==> config.mk <==
export PLATFORM = sky130hd
export DESIGN_NAME = map_bram_arbiter
export DESIGN_NICKNAME = d
export VERILOG_FILES = /design/src/rtl/map_bram_pkg.sv /design/src/rtl/bram_rr_pick2.sv /design/src/rtl/map_bram_arbiter.sv
export SDC_FILE = /design/constraint.sdc
export NUM_CORES = 1
export LEC_CHECK = 0
export BUFFER_PORTS_ARGS = -buffer_cell sky130_fd_sc_hd__buf_2
export CAP_MARGIN = 20
export CORE_MARGIN = 2
export CORE_UTILIZATION = 52
export CTS_CLUSTER_DIAMETER = 60
export DETAILED_ROUTE_END_ITERATION = 7
export PLACE_DENSITY = 0.88
export SYNTH_ARGS = -nofsm -noshare
export SYNTH_HDL_FRONTEND = slang
export SYNTH_SLANG_ARGS = --single-unit
==> constraint.sdc <==
create_clock -name i_Clk -period 4.1 [get_ports i_Clk]
set_clock_uncertainty 0.05 [all_clocks]
set_input_delay 0.615 -clock i_Clk [delete_from_list [all_inputs] [get_ports i_Clk]]
set_output_delay 0.615 -clock i_Clk [all_outputs]
set_load 0.01 [all_outputs]
==> src/rtl/map_bram_pkg.sv <==
// Shared definitions for the map-tile BRAM arbiter: owner tags, default
// widths and the BRAM read latency.
package map_bram_pkg;

  // Owner tag carried alongside each BRAM access to route read data back.
  typedef enum logic [1:0] {
    OWN_NONE = 2'd0,
    OWN_RND  = 2'd1,
    OWN_COL  = 2'd2,
    OWN_SCR  = 2'd3
  } owner_e;

  // Round-robin pointer between the two low-priority requesters.
  typedef enum logic {
    RR_COL = 1'b0,
    RR_SCR = 1'b1
  } rr_ptr_e;

  localparam int unsigned DEF_ADDR_W  = 11;
  localparam int unsigned DEF_DATA_W  = 16;
  localparam int unsigned BRAM_RD_LAT = 1;

endpackage

==> src/rtl/bram_rr_pick2.sv <==
// Two-way round-robin picker for the collision (bit 0) and scroller (bit 1)
// requesters. A lone requester always wins; a tie goes to the pointer.
module bram_rr_pick2
  import map_bram_pkg::*;
(
  input  logic       i_Clk,
  input  logic       i_reset_n,
  input  logic [1:0] i_req,
  input  logic       i_take,
  output logic [1:0] o_grant
);

  rr_ptr_e ptr_q;

  // Resolve a tie with the pointer, otherwise pass the lone request through.
  always_comb begin
    o_grant = '0;
    if (i_req == 2'b11) begin
      o_grant = (ptr_q == RR_COL) ? 2'b01 : 2'b10;
    end else begin
      o_grant = i_req;
    end
  end

  // After a used grant, point at the other requester.
  always_ff @(posedge i_Clk or negedge i_reset_n) begin
    if (!i_reset_n) begin
      ptr_q <= RR_COL;
    end else if (i_take) begin
      ptr_q <= o_grant[0] ? RR_SCR : RR_COL;
    end
  end

endmodule

==> src/rtl/map_bram_arbiter.sv <==
// Arbiter sharing the single map-tile BRAM port between the renderer
// (fixed priority), the collision checker and the lane scroller
// (round-robin), with a starvation counter that lets a waiting
// low-priority request pre-empt the renderer.
module map_bram_arbiter
  import map_bram_pkg::*;
#(
  parameter int unsigned ADDR_W       = DEF_ADDR_W,
  parameter int unsigned DATA_W       = DEF_DATA_W,
  parameter int unsigned STARVE_LIMIT = 8
) (
  input  logic              i_Clk,
  input  logic              i_reset_n,
  input  logic              i_rd_req,
  input  logic [ADDR_W-1:0] i_rd_addr,
  output logic              o_rd_ack,
  output logic              o_rd_stall,
  output logic              o_rd_valid,
  output logic [DATA_W-1:0] o_rd_data,
  input  logic              i_col_req,
  input  logic [ADDR_W-1:0] i_col_addr,
  output logic              o_col_ack,
  output logic              o_col_valid,
  output logic [DATA_W-1:0] o_col_data,
  input  logic              i_scr_req,
  input  logic              i_scr_we,
  input  logic [ADDR_W-1:0] i_scr_addr,
  input  logic [DATA_W-1:0] i_scr_wdata,
  output logic              o_scr_ack,
  output logic              o_scr_valid,
  output logic [DATA_W-1:0] o_scr_data,
  output logic [ADDR_W-1:0] o_bram_addr,
  output logic              o_bram_re,
  output logic              o_bram_we,
  output logic [DATA_W-1:0] o_bram_wdata,
  input  logic [DATA_W-1:0] i_bram_rdata
);

  localparam int unsigned CNT_W = $clog2(STARVE_LIMIT + 1);

  logic             col_m, scr_m, low_pend, starve_hit;
  logic             g_rd, g_col, g_scr, stall;
  logic [1:0]       rr_grant;
  logic [CNT_W-1:0] starve_q;
  owner_e           issue_tag, tag0_q, tag1_q;

  // The registered ack doubles as the one-edge mask. The renderer streams
  // back-to-back reads and is deliberately left unmasked; masking it would
  // hand every other slot to the low-priority side and the starvation path
  // could never engage.
  assign col_m      = i_col_req & ~o_col_ack;
  assign scr_m      = i_scr_req & ~o_scr_ack;
  assign low_pend   = col_m | scr_m;
  assign starve_hit = (starve_q == CNT_W'(STARVE_LIMIT));

  bram_rr_pick2 u_pick (
    .i_Clk     (i_Clk),
    .i_reset_n (i_reset_n),
    .i_req     ({scr_m, col_m}),
    .i_take    (g_col | g_scr),
    .o_grant   (rr_grant)
  );

  // Choose at most one requester per edge and tag the access with its owner.
  always_comb begin
    g_rd      = 1'b0;
    g_col     = 1'b0;
    g_scr     = 1'b0;
    stall     = 1'b0;
    issue_tag = OWN_NONE;
    if (i_rd_req && !(starve_hit && low_pend)) begin
      g_rd = 1'b1;
    end else begin
      g_col = rr_grant[0];
      g_scr = rr_grant[1];
      stall = i_rd_req & (rr_grant != 2'b00);
    end
    if (g_rd) begin
      issue_tag = OWN_RND;
    end else if (g_col) begin
      issue_tag = OWN_COL;
    end else if (g_scr && !i_scr_we) begin
      issue_tag = OWN_SCR;
    end
  end

  // Register acks, stall and the BRAM command; the tag pipeline tracks reads.
  always_ff @(posedge i_Clk or negedge i_reset_n) begin
    if (!i_reset_n) begin
      o_rd_ack     <= 1'b0;
      o_col_ack    <= 1'b0;
      o_scr_ack    <= 1'b0;
      o_rd_stall   <= 1'b0;
      o_bram_addr  <= '0;
      o_bram_re    <= 1'b0;
      o_bram_we    <= 1'b0;
      o_bram_wdata <= '0;
      tag0_q       <= OWN_NONE;
      tag1_q       <= OWN_NONE;
    end else begin
      o_rd_ack   <= g_rd;
      o_col_ack  <= g_col;
      o_scr_ack  <= g_scr;
      o_rd_stall <= stall;
      o_bram_re  <= g_rd | g_col | (g_scr & ~i_scr_we);
      o_bram_we  <= g_scr & i_scr_we;
      if (g_rd) begin
        o_bram_addr <= i_rd_addr;
      end else if (g_col) begin
        o_bram_addr <= i_col_addr;
      end else if (g_scr) begin
        o_bram_addr <= i_scr_addr;
        if (i_scr_we) begin
          o_bram_wdata <= i_scr_wdata;
        end
      end
      tag0_q <= issue_tag;
      tag1_q <= tag0_q;
    end
  end

  // Count edges where a live low-priority request is passed over.
  always_ff @(posedge i_Clk or negedge i_reset_n) begin
    if (!i_reset_n) begin
      starve_q <= '0;
    end else if (g_col || g_scr || !low_pend) begin
      starve_q <= '0;
    end else if (!starve_hit) begin
      starve_q <= starve_q + 1'b1;
    end
  end

  // Return read data to the owner recorded two edges earlier.
  always_ff @(posedge i_Clk or negedge i_reset_n) begin
    if (!i_reset_n) begin
      o_rd_valid  <= 1'b0;
      o_col_valid <= 1'b0;
      o_scr_valid <= 1'b0;
      o_rd_data   <= '0;
      o_col_data  <= '0;
      o_scr_data  <= '0;
    end else begin
      o_rd_valid  <= (tag1_q == OWN_RND);
      o_col_valid <= (tag1_q == OWN_COL);
      o_scr_valid <= (tag1_q == OWN_SCR);
      if (tag1_q == OWN_RND) o_rd_data  <= i_bram_rdata;
      if (tag1_q == OWN_COL) o_col_data <= i_bram_rdata;
      if (tag1_q == OWN_SCR) o_scr_data <= i_bram_rdata;
    end
  end

endmodule

==> metrics.json <==
{
  "mostFrequentLayoutCell": "sky130_fd_sc_hd__buf_2",
  "synth_area_per_cell_um2": 13.7,
  "power.density_cell_area_nw_per_um2": 510,
  "layout_net_count": 505,
  "clock_tree.root_cell": "sky130_fd_sc_hd__clkbuf_8",
  "syn_inst": 280,
  "cp_data_arrival_time_ns": 2.76,
  "fmax_ghz": 0.389,
  "hold_class": "input pin to asynchronous set/reset pin",
  "outcome": "completed",
  "grt_overflow": 0,
  "cp-startpoint": "starve_q[0]$_DFFE_PN0P_",
  "portion_of_total_power_attributed_to_the_clock_network_pct": 24.4,
  "cp-endpoint": "o_bram_wdata[1]$_DFFE_PN0P_",
  "period_needed_ns": 2.57,
  "floorplan.die_area_um2": 8070,
  "dr.pass1.iters": 4,
  "grtUsageTotal_pct": 22.1,
  "p_int_uw": 1750,
  "synthesis.area_um2": 3830,
  "regToRegSetupSlack_ns": 1.53,
  "postSynthRegisterBits": 93,
  "r2r.worst_path.cells": 6,
  "placed_instance_count": 520,
  "synth_edf_count": 0,
  "antennaDiodeCount": 0,
  "cts.path.max_buffers": 2,
  "placeableCoreArea_um2": 7180,
  "routabilityCongestion": 0.864,
  "clkLatencyLatePin_ns": 0.34,
  "post-route-period-util_pct": 62.8,
  "h-tree-depth": 3,
  "worst_path_max_delay_cell": "sky130_fd_sc_hd__a211oi_4",
  "route.vias.total": 2895,
  "grt_first_pass_wirelength_um": 14300,
  "sink_count": 93,
  "placementRows": 31,
  "power.share.combinational_pct": 26.4,
  "routed_wirelength_um": 8680,
  "ys_dominant_reg_cell": "sky130_fd_sc_hd__dfrtp_1",
  "first_global_vias": 2955,
  "critical_path_start_type": "flop",
  "floorplan.io_pins": 155,
  "grt_antenna_before_repair": 0,
  "critical_path.reg2reg.endpoint": "o_bram_wdata[1]$_DFFE_PN0P_",
  "crit_cells": 6,
  "yosysWarnings": 0,
  "power.static_leakage_uw": 0.00238,
  "timing.critical_path.slowest_cell_delay_ns": 0.87,
  "layout.cells.most_common_list": "153 x sky130_fd_sc_hd__buf_2, 93 x sky130_fd_sc_hd__dfrtp_1, 55 x sky130_fd_sc_hd__mux2_2",
  "power.share.sequential_pct": 49.2,
  "totalNegativeSetupSlack_ns": 0,
  "crit_chain": "inv_1, ha_1, nand3b_1, a21o_4, a211oi_4, mux2_2",
  "grt_start_max_net_pins": 69,
  "floorplan.initialDensity_pct": 53.4,
  "critical_path.endpoint_type": "flop",
  "detailedPlacementHpwl_um": 6350,
  "maxCapViolations": 0,
  "synth-async-reset-ratio_pct": 100,
  "crit_required_ns": 4.29,
  "actual_transition_at_the_worst_max_transition_pin_ns": 1.01,
  "die_height_um": 89.8,
  "syn_nets": 353,
  "hold_buffers": 0,
  "critical_path.max_fanout": 17,
  "place.port_buffers": 154,
  "area_delta_synth_final_pct": 26.9,
  "post-synth-top-area-cell": "sky130_fd_sc_hd__dfrtp_1",
  "yosys.cell_types.count": 38,
  "clkTransAtPathRegs_ns": 0.09,
  "cts_tree": "built",
  "drc_errors": 0,
  "netSwitchingFraction_pct": 29.5,
  "layout.filler_cells": 532,
  "layout-drive-gt1-share_pct": 54.2,
  "hold_violations": 0,
  "synth.area.top_cells": "sky130_fd_sc_hd__dfrtp_1 61%, sky130_fd_sc_hd__mux2_2 16%, sky130_fd_sc_hd__mux2_4 3.5%",
  "detail-route-antenna-nets": 0,
  "critical_path_class": "flop to flop",
  "sequential_share_of_the_synthesized_area_pct": 60.7,
  "via_per_inst": 5.40,
  "crit_buf_inv": 1,
  "synth_top_cell_area_share_pct": 60.7,
  "post-cts-setup-buffer-count": 0,
  "die_x_um": 89.8,
  "crit_family": "compound AO/OA/AOI/OAI gates",
  "timing.rr.start": "starve_q[0]$_DFFE_PN0P_",
  "cts_resized": 0,
  "maxSlewHeadroom_pct": 32.5,
  "finalSetupViolCount": 0,
  "power.switching_uw": 731,
  "ir_drop_uv": 274,
  "final_max_slew_viol_count": 0,
  "detail_route.iter0.violations": 112,
  "finish.cell_count_without_fillers": 536,
  "cts_made_buffers": 9,
  "rsz0062_at_grt": "false",
  "route.detailed.wl_per_inst_um": 16.2
}
[per-layer routing]
metal,track usage [%],routed length (um)
met2,37.0,4210
met5,0,0
met4,8.59,140
met1,28.0,3640
met3,5.53,688
[kinds of logic (layout without fill, tap and decap cells)]
group | Yosys count | count (layout) | synth area share, %
flip-flops | 93 | 93 | 60.7
multiplexers | 64 | 64 | 19.7
AO/OA/AOI/OAI | 50 | 50 | 9.54
AND/OR/NAND/NOR | 47 | 47 | 6.17
buffers and inverters | 22 | 179 | 2.74
adder cells (fa/ha/maj) | 2 | 2 | 0.653
XOR/XNOR | 2 | 2 | 0.457
[worst min-delay path by stage]
stage	startpoint	endpoint
6_report	i_reset_n	o_rd_data[13]$_DFFE_PN0P_
5_1_grt	tag0_q[0]$_DFF_PN0_	tag1_q[0]$_DFF_PN0_
4_1_cts	tag0_q[0]$_DFF_PN0_	tag1_q[0]$_DFF_PN0_
3_5_place_dp	tag0_q[0]$_DFF_PN0_	tag1_q[0]$_DFF_PN0_
3_3_place_gp	tag0_q[1]$_DFF_PN0_	tag1_q[1]$_DFF_PN0_
2_1_floorplan	i_reset_n	o_bram_addr[0]$_DFFE_PN0P_
[state kept, by name, summed over array words and instances (netlist names), 2 cells and up]
signal,cells
o_bram_addr,11
o_bram_wdata,16
o_col_data,16
o_rd_data,16
o_scr_data,16
starve_q,4
tag0_q,2
tag1_q,2
[cell type report]
type	count	area (um2)	area share, %
timing repair buffer	155	781	16.1
tap	99	124	2.55
clock buffer	11	141	2.91
multi-input combinational	165	1400	28.8
sequential	93	2330	47.9
clock inverter	5	58.8	1.21
inverter	8	30.0	0.617
[power groups by stage]
stage / clock (uW) / combinational, uW / sequential (uW)
after global routing: 668 / 701 / 1250
after global placement: 0 / 641 / 1220
final: 604 / 654 / 1220
after floorplan: 0 / 267 / 1320
after CTS: 621 / 662 / 1220
after detailed placement: 0 / 662 / 1240
[stage by stage]
step	instance area, um2	utilization (%)	hold WS, ns	power, uW	worst slack, ns
floorplan	3830	-	0.269	1590	1.98
CTS	4860	67.8	0.304	2500	1.52
detailed placement	4660	65.0	0.285	1900	1.41
global placement	4660	65.0	0.285	1870	1.46
finish	4860	67.8	0.302	2480	1.53
global route	4860	67.8	0.310	2620	1.41
[synthesized netlist by cell type (2+ instances only)]
| library cell | count |
|---|---|
| sky130_fd_sc_hd__a21boi_0 | 3 |
| sky130_fd_sc_hd__mux2_2 | 55 |
| sky130_fd_sc_hd__mux2_4 | 9 |
| sky130_fd_sc_hd__clkbuf_1 | 9 |
| sky130_fd_sc_hd__a2bb2oi_1 | 4 |
| sky130_fd_sc_hd__nor2_1 | 9 |
| sky130_fd_sc_hd__nand3_1 | 7 |
| sky130_fd_sc_hd__a32oi_1 | 8 |
| sky130_fd_sc_hd__inv_1 | 8 |
| sky130_fd_sc_hd__ha_1 | 2 |
| sky130_fd_sc_hd__o21ai_0 | 10 |
| sky130_fd_sc_hd__dfrtp_1 | 93 |
| sky130_fd_sc_hd__nand2b_1 | 4 |
| sky130_fd_sc_hd__nor3_1 | 4 |
| sky130_fd_sc_hd__a211oi_1 | 2 |
| sky130_fd_sc_hd__nand2_1 | 10 |
| sky130_fd_sc_hd__a21oi_1 | 6 |
| sky130_fd_sc_hd__a22oi_1 | 5 |
| sky130_fd_sc_hd__o21a_1 | 2 |
| sky130_fd_sc_hd__o22ai_1 | 3 |
| sky130_fd_sc_hd__nor2b_1 | 2 |
| sky130_fd_sc_hd__o31ai_1 | 2 |
| sky130_fd_sc_hd__nand3b_1 | 2 |
| sky130_fd_sc_hd__and3_1 | 7 |
No activity file was read; power rests on OpenSTA's default activity.
